File: src/rtl/cache_refill_arbiter_pkg.sv
// Shared types and constants for the cache refill arbiter and the caches above it.
// Holds the arbiter state encoding, requester IDs and the cache line geometry.
package cache_refill_arbiter_pkg;

   localparam int ADDR_W      = 32;
   localparam int LINE_W      = 256;
   localparam int OFFSET_BITS = 5;

   // Requester IDs double as bit positions in the two-bit request vector.
   localparam logic IC = 1'b0;
   localparam logic DC = 1'b1;

   typedef enum logic [2:0] {
      IDLE   = 3'd0,
      GNT_I  = 3'd1,
      GNT_D  = 3'd2,
      RESP_I = 3'd3,
      RESP_D = 3'd4
   } arb_state_e;

endpackage

File: src/rtl/cache_refill_arbiter_rr_pick2.sv
// Combinational two-way round-robin picker: a lone requester wins outright,
// and on a tie the requester that did not win last time is chosen.
module rr_pick2 (
   input  logic [1:0] req,
   input  logic       last_grant,
   output logic       grant_valid,
   output logic       grant_id
);
   import cache_refill_arbiter_pkg::*;

   // NOTE: every output gets a default before the case, so no path leaves it unassigned and no latch is inferred.
   always_comb begin
      grant_valid = |req;
      grant_id    = last_grant;
      unique case (req)
         2'b01:   grant_id = IC;
         2'b10:   grant_id = DC;
         2'b11:   grant_id = ~last_grant;
         default: grant_id = last_grant;
      endcase
   end

endmodule

File: src/rtl/cache_refill_arbiter.sv
// Shares one main memory between icache refills and dcache refills/writebacks,
// running one full-line transaction per round-robin grant and pulsing done to the winner.
module cache_refill_arbiter #(
   parameter int ADDR_W      = cache_refill_arbiter_pkg::ADDR_W,
   parameter int LINE_W      = cache_refill_arbiter_pkg::LINE_W,
   parameter int OFFSET_BITS = cache_refill_arbiter_pkg::OFFSET_BITS
) (
   input  logic              clk,
   input  logic              reset,
   input  logic              ic_req,
   input  logic [ADDR_W-1:0] ic_addr,
   output logic [LINE_W-1:0] ic_rdata,
   output logic              ic_done,
   input  logic              dc_req,
   input  logic              dc_we,
   input  logic [ADDR_W-1:0] dc_addr,
   input  logic [LINE_W-1:0] dc_wdata,
   output logic [LINE_W-1:0] dc_rdata,
   output logic              dc_done,
   output logic              mem_req,
   output logic              mem_we,
   output logic [ADDR_W-1:0] mem_addr,
   output logic [LINE_W-1:0] mem_wdata,
   input  logic [LINE_W-1:0] mem_rdata,
   input  logic              mem_ack,
   output logic              busy,
   output logic              proto_err
);
   import cache_refill_arbiter_pkg::*;

   localparam logic [ADDR_W-1:0] OFFSET_MASK = ADDR_W'((64'd1 << OFFSET_BITS) - 64'd1);

   arb_state_e        state_q,      state_d;
   logic              last_grant_q, last_grant_d;
   logic [1:0]        mask_q,       mask_d;
   logic              mem_req_q,    mem_req_d;
   logic              mem_we_q,     mem_we_d;
   logic [ADDR_W-1:0] mem_addr_q,   mem_addr_d;
   logic [LINE_W-1:0] mem_wdata_q,  mem_wdata_d;
   logic              ic_done_q,    ic_done_d;
   logic              dc_done_q,    dc_done_d;
   logic [LINE_W-1:0] ic_rdata_q,   ic_rdata_d;
   logic [LINE_W-1:0] dc_rdata_q,   dc_rdata_d;
   logic              proto_err_q,  proto_err_d;

   logic [1:0] req_masked;
   logic       grant_valid;
   logic       grant_id;

   // The just-served requester is masked for one IDLE cycle so a late req drop is not re-granted.
   assign req_masked[IC] = ic_req & ~mask_q[IC];
   assign req_masked[DC] = dc_req & ~mask_q[DC];

   rr_pick2 u_pick (
      .req         (req_masked),
      .last_grant  (last_grant_q),
      .grant_valid (grant_valid),
      .grant_id    (grant_id)
   );

   always_comb begin
      state_d      = state_q;
      last_grant_d = last_grant_q;
      mask_d       = 2'b00;
      mem_req_d    = mem_req_q;
      mem_we_d     = mem_we_q;
      mem_addr_d   = mem_addr_q;
      mem_wdata_d  = mem_wdata_q;
      ic_done_d    = 1'b0;
      dc_done_d    = 1'b0;
      ic_rdata_d   = ic_rdata_q;
      dc_rdata_d   = dc_rdata_q;
      proto_err_d  = proto_err_q | (mem_ack & ~mem_req_q);

      unique case (state_q)
         IDLE: begin
            if (grant_valid) begin
               last_grant_d = grant_id;
               mem_req_d    = 1'b1;
               if (grant_id == DC) begin
                  state_d     = GNT_D;
                  mem_we_d    = dc_we;
                  mem_addr_d  = dc_addr & ~OFFSET_MASK;
                  mem_wdata_d = dc_wdata;
               end else begin
                  state_d     = GNT_I;
                  mem_we_d    = 1'b0;
                  mem_addr_d  = ic_addr & ~OFFSET_MASK;
                  mem_wdata_d = '0;
               end
            end
         end
         GNT_I: begin
            if (mem_ack) begin
               state_d    = RESP_I;
               mem_req_d  = 1'b0;
               ic_done_d  = 1'b1;
               ic_rdata_d = mem_rdata;
            end
         end
         GNT_D: begin
            if (mem_ack) begin
               state_d   = RESP_D;
               mem_req_d = 1'b0;
               dc_done_d = 1'b1;
               if (!mem_we_q) dc_rdata_d = mem_rdata;
            end
         end
         RESP_I: begin
            state_d    = IDLE;
            mask_d[IC] = 1'b1;
         end
         RESP_D: begin
            state_d    = IDLE;
            mask_d[DC] = 1'b1;
         end
         default: state_d = IDLE;
      endcase
   end

   // NOTE: state uses non-blocking assignments so every flop samples the pre-edge values of its peers.
   always_ff @(posedge clk or posedge reset) begin
      if (reset) begin
         state_q      <= IDLE;
         last_grant_q <= IC;
         mask_q       <= 2'b00;
         mem_req_q    <= 1'b0;
         mem_we_q     <= 1'b0;
         mem_addr_q   <= '0;
         mem_wdata_q  <= '0;
         ic_done_q    <= 1'b0;
         dc_done_q    <= 1'b0;
         ic_rdata_q   <= '0;
         dc_rdata_q   <= '0;
         proto_err_q  <= 1'b0;
      end else begin
         state_q      <= state_d;
         last_grant_q <= last_grant_d;
         mask_q       <= mask_d;
         mem_req_q    <= mem_req_d;
         mem_we_q     <= mem_we_d;
         mem_addr_q   <= mem_addr_d;
         mem_wdata_q  <= mem_wdata_d;
         ic_done_q    <= ic_done_d;
         dc_done_q    <= dc_done_d;
         ic_rdata_q   <= ic_rdata_d;
         dc_rdata_q   <= dc_rdata_d;
         proto_err_q  <= proto_err_d;
      end
   end

   assign ic_rdata  = ic_rdata_q;
   assign ic_done   = ic_done_q;
   assign dc_rdata  = dc_rdata_q;
   assign dc_done   = dc_done_q;
   assign mem_req   = mem_req_q;
   assign mem_we    = mem_we_q;
   assign mem_addr  = mem_addr_q;
   assign mem_wdata = mem_wdata_q;
   assign busy      = (state_q != IDLE);
   assign proto_err = proto_err_q;

endmodule

File: config.mk
export PLATFORM = sky130hd
export DESIGN_NAME = cache_refill_arbiter
export DESIGN_NICKNAME = d
export VERILOG_FILES = /design/src/rtl/cache_refill_arbiter_pkg.sv /design/src/rtl/cache_refill_arbiter_rr_pick2.sv /design/src/rtl/cache_refill_arbiter.sv
export SDC_FILE = /design/constraint.sdc
export NUM_CORES = 1
export LEC_CHECK = 0
export ABC_AREA = 0
export BUFFER_PORTS_ARGS = -buffer_cell sky130_fd_sc_hd__buf_2
export CAP_MARGIN = 25
export CORE_AREA = 2 2 535 537
export DETAILED_ROUTE_END_ITERATION = 10
export DIE_AREA = 0 0 537 539
export GPL_TIMING_DRIVEN = 0
export HOLD_SLACK_MARGIN = 0.15
export PLACE_DENSITY = 0.3
export SYNTH_ARGS = -nofsm -noshare
export SYNTH_HDL_FRONTEND = slang
export SYNTH_HIERARCHICAL = 1
export SYNTH_SLANG_ARGS = --single-unit
File: constraint.sdc
create_clock -name clk -period 51.2 [get_ports clk]
set_input_delay 10.24 -clock clk [delete_from_list [all_inputs] [get_ports clk]]
set_output_delay 10.24 -clock clk [all_outputs]
set_load 0.05 [all_outputs]
==> impl_table.tex <==
\begin{tabular}{lr}
\hline
Metric & Value \\
\hline
\multicolumn{2}{l}{\textbf{Status}} \\
\quad Result of the run & finished clean \\
\multicolumn{2}{l}{\textbf{Floorplan}} \\
\quad \# rows & a little under 200 \\
\quad Die Y & 539 um \\
\quad Top Ports & 1388 \\
\quad Placeable core area & 284000 sq um \\
\quad Overall die width & 537 um \\
\quad Initial core utilization & 10.8\% \\
\quad Die outline area & 289000 sq um \\
\multicolumn{2}{l}{\textbf{Clock tree}} \\
\quad Clock sink count & roughly 800 \\
\quad Count of hold-fix buffers inserted at cts & 0 \\
\quad TritonCTS clock tree & done \\
\quad Number of clock buffers inserted by TritonCTS & 108 \\
\quad Root Buffer Master & sky130\_fd\_sc\_hd\_\_clkbuf\_16 \\
\quad H-tree levels & 3 \\
\quad Post-CTS Resized & 0 \\
\quad Total setup buffers inserted after CTS & 0 \\
\quad Skew-Pair Late Insertion Delay & around 0.8 ns \\
\quad Clock-pin slew on the worst setup and hold paths & 0.06 ns \\
\quad Longest Clk Path Bufs & 4 \\
\multicolumn{2}{l}{\textbf{Pwr}} \\
\quad Peak VDD IR & 0.0000282 V \\
\quad Leakage power summed over all cells & 21.6 nW \\
\quad Power per unit of standard cell area & roughly 86 nW/um\^{}2 \\
\multicolumn{2}{l}{\textbf{GRT}} \\
\quad Number of antenna violations at the first check in global routing & 127 \\
\quad Global-route wire length before repair & $\sim$230000 um \\
\quad Overall track demand over capacity in global routing & a little under an eighth \\
\quad Maximum number of pins on one net before global-route repair & 114 \\
\quad Number of global-route vias before repair & 26100 \\
\quad Congestion Overflow GR & 0 \\
\multicolumn{2}{l}{\textbf{Cells and area}} \\
\quad Fraction of layout cells with a size suffix above 1 & 54.5\% \\
\quad Net count reported at finish & 4438 \\
\quad Commonest non-fill, non-tap cell in the layout & sky130\_fd\_sc\_hd\_\_buf\_2 \\
\quad Design Area, Final & roughly 46000 sq um \\
\quad Highest-count cells in the layout ignoring fill and taps & 1409 x sky130\_fd\_sc\_hd\_\_buf\_2, 806 x sky130\_fd\_sc\_hd\_\_dfrtp\_1, 542 x sky130\_fd\_sc\_hd\_\_nand2\_1 \\
\quad Area added between synthesis and finish & 50.0\% \\
\multicolumn{2}{l}{\textbf{Timing}} \\
\quad Max-slew violations & 0 \\
\quad Slew at the pin with the worst max-slew slack & approximately 0.80 ns \\
\quad Max Clock Freq & $\sim$80 MHz \\
\quad Number of failing setup endpoints in the final timing report & 0 \\
\quad Final worst-path cycle share & between 20\% and 30\% \\
\quad Setup TNS & 0 ns \\
\quad Final hold viol count & 0 \\
\quad Setup repair after global routing missed its margin & false \\
\quad Hold\_ws & 0.466 ns \\
\quad Layout Skew & between 0.03 and 0.04 ns \\
\quad Post-layout min period & 12.50 ns \\
\quad Slew headroom & 46.3\% \\
\multicolumn{2}{l}{\textbf{Critical path}} \\
\quad Type of the worst setup path & register to output pin \\
\quad Depth of the worst register-to-register path & 9 \\
\quad WP data required & 40.96 ns \\
\quad CP endpoint kind & output pin \\
\quad Data arrival time of the critical path & 2.26 ns \\
\quad CP Launch Type & register \\
\quad Largest fanout on the critical path & 10 \\
\multicolumn{2}{l}{\textbf{Route}} \\
\quad Routed via count & 25000 \\
\quad Drc violations & 0 \\
\quad Routed wire length & 178000 um \\
\quad Antenna viol nets, final & 0 \\
\quad Routed vias/inst & around 3.2 \\
\quad Detailed-routing iteration count for the pre-antenna-repair pass & 5 \\
\quad WL per Instance & 23.0 um \\
\quad DR iter-0 viols & 1114 \\
\multicolumn{2}{l}{\textbf{Logic synthesis}} \\
\quad Share of synthesized cell area in full adder, half adder and majority cells & 0\% \\
\quad Synthesized instance count & 2358 \\
\quad Yosys warns & 6 \\
\quad Combinational family with the most area after synthesis & multiplexers \\
\quad Synthesized flop and latch total & 806 \\
\quad Fraction of synthesized area in multiplexers & between 10\% and 20\% \\
\quad Fraction of the yosys area taken by sequential cells & between 60\% and 70\% \\
\quad Synthesized area per cell & 13.1 sq um \\
\quad Xor and xnor fraction of the mapped netlist area & 0\% \\
\quad Post-synthesis cell area & 30800 sq um \\
\quad Distinct cell type count of the synthesized netlist & 28 \\
\quad Synth Area in Compound Gates & 4.79\% \\
\quad Post-synthesis simple-gate area fraction & 6.95\% \\
\multicolumn{2}{l}{\textbf{Placement}} \\
\quad Global placement routability congestion & between 0.8 and 0.9 \\
\quad Port Buf Inserts & 1372 \\
\quad HPWL after detailed placement & 148000 um \\
\quad Instance area at placement & 42700 sq um \\
\multicolumn{2}{l}{\textbf{Worst hold path}} \\
\quad Hold Path Class & register to register \\
\quad Number of cells on the worst hold path & 1 \\
\multicolumn{2}{l}{\textbf{Flow run}} \\
\quad Max-cap check violation count & 0 \\
\hline
\end{tabular}
-- registers in the layout (all words and copies together), names as in the netlist, 2 cells and up --
| name | flops |
|---|---|
| state_q | 3 |
| mask_q | 2 |
| dc_rdata | 256 |
| ic_rdata | 256 |
| mem_addr | 27 |
| mem_wdata | 256 |
-- power breakdown --
part	internal (mW)	switching (mW)	total (mW)
combinational	0.499	1.64	2.13
clock	0.439	0.307	0.746
sequential	0.932	0.160	1.09
total	1.87	2.10	3.97
-- layout make-up --
type | count | area [sq um]
timing repair buffer | 1384 | 7150
fill | 31900 | 238000
clock inverter | 24 | 249
tap | 3762 | 4710
buffer | 158 | 936
sequential | 806 | 20200
clock buffer | 156 | 3150
multi-input combinational | 1393 | 9690
antenna | 45 | 113
inverter | 5 | 26.3
-- critical path: stages, from the launching register on --
cell and delay (ns):
sky130_fd_sc_hd__dfrtp_1 0.42, sky130_fd_sc_hd__clkbuf_1 0.23, sky130_fd_sc_hd__or3_1 0.51, sky130_fd_sc_hd__buf_2 0.29
-- final timing paths --
check,startpoint,endpoint,slack [ns]
setup reg to reg,mask_q[1],mem_wdata[209],48.38
setup / recovery,state_q[0],busy,38.70
hold / removal,proto_err,proto_err,0.47
max in group asynchronous,reset,dc_rdata[84],38.87
min in group asynchronous,reset,dc_rdata[13],9.56
hold reg to reg,proto_err,proto_err,0.47
-- metal layers --
metal / vias up / routed length [um] / global-route usage (%)
met5: - / 770 / 0.300
met4: 100 / 6520 / 4.22
met3: 378 / 20700 / 5.82
met2: 1234 / 87600 / 20.6
met1: 12200 / 62100 / 11.9
li1: 11100 / - / -
-- cells in the mapped netlist --
master	number	share of area [%]
sky130_fd_sc_hd__nor3_1	2	0.033
sky130_fd_sc_hd__mux2i_1	28	0.91
sky130_fd_sc_hd__nand2_1	542	6.6
sky130_fd_sc_hd__a2111oi_0	1	0.028
sky130_fd_sc_hd__nor3b_2	1	0.041
sky130_fd_sc_hd__dfrtp_1	806	66
sky130_fd_sc_hd__clkbuf_1	73	0.89
sky130_fd_sc_hd__or4b_1	1	0.033
sky130_fd_sc_hd__nor3b_1	2	0.049
sky130_fd_sc_hd__a211oi_1	1	0.024
sky130_fd_sc_hd__or2_1	1	0.020
sky130_fd_sc_hd__nor2b_1	3	0.061
sky130_fd_sc_hd__or3_1	1	0.020
sky130_fd_sc_hd__inv_1	5	0.061
sky130_fd_sc_hd__conb_1	1	0.012
sky130_fd_sc_hd__a21o_1	1	0.024
sky130_fd_sc_hd__nand2b_1	1	0.020
sky130_fd_sc_hd__buf_4	15	0.37
sky130_fd_sc_hd__buf_2	37	0.60
sky130_fd_sc_hd__a21oi_1	3	0.049
sky130_fd_sc_hd__o21ai_1	100	1.6
sky130_fd_sc_hd__buf_1	1	0.012
sky130_fd_sc_hd__o21ai_0	185	3.0
sky130_fd_sc_hd__nor4b_2	1	0.049
sky130_fd_sc_hd__o32ai_1	1	0.028
sky130_fd_sc_hd__buf_6	32	1.2
sky130_fd_sc_hd__and3_1	1	0.020
sky130_fd_sc_hd__mux2_2	512	19
-- logic make-up (layout without fill, tap and decap cells) --
family,count (synthesis),in the layout
other,1,50
AO/OA/AOI/OAI,292,292
buffers and inverters,163,1727
multiplexers,540,540
flip-flops,806,806
AND/OR/NAND/NOR,556,556
-- per-stage QoR --
step	util [%]	worst slack, ns	std cells	power (mW)
2_1_floorplan	-	18.32	2362	2.56
3_3_place_gp	14.9	5.06	7496	3.27
3_5_place_dp	15.0	37.93	7508	3.28
4_1_cts	16.2	38.55	7688	4.05
5_1_grt	16.2	38.53	7706	4.17
6_report	16.3	38.70	7733	3.97
Note: power is estimated with default switching activity, not from simulation.
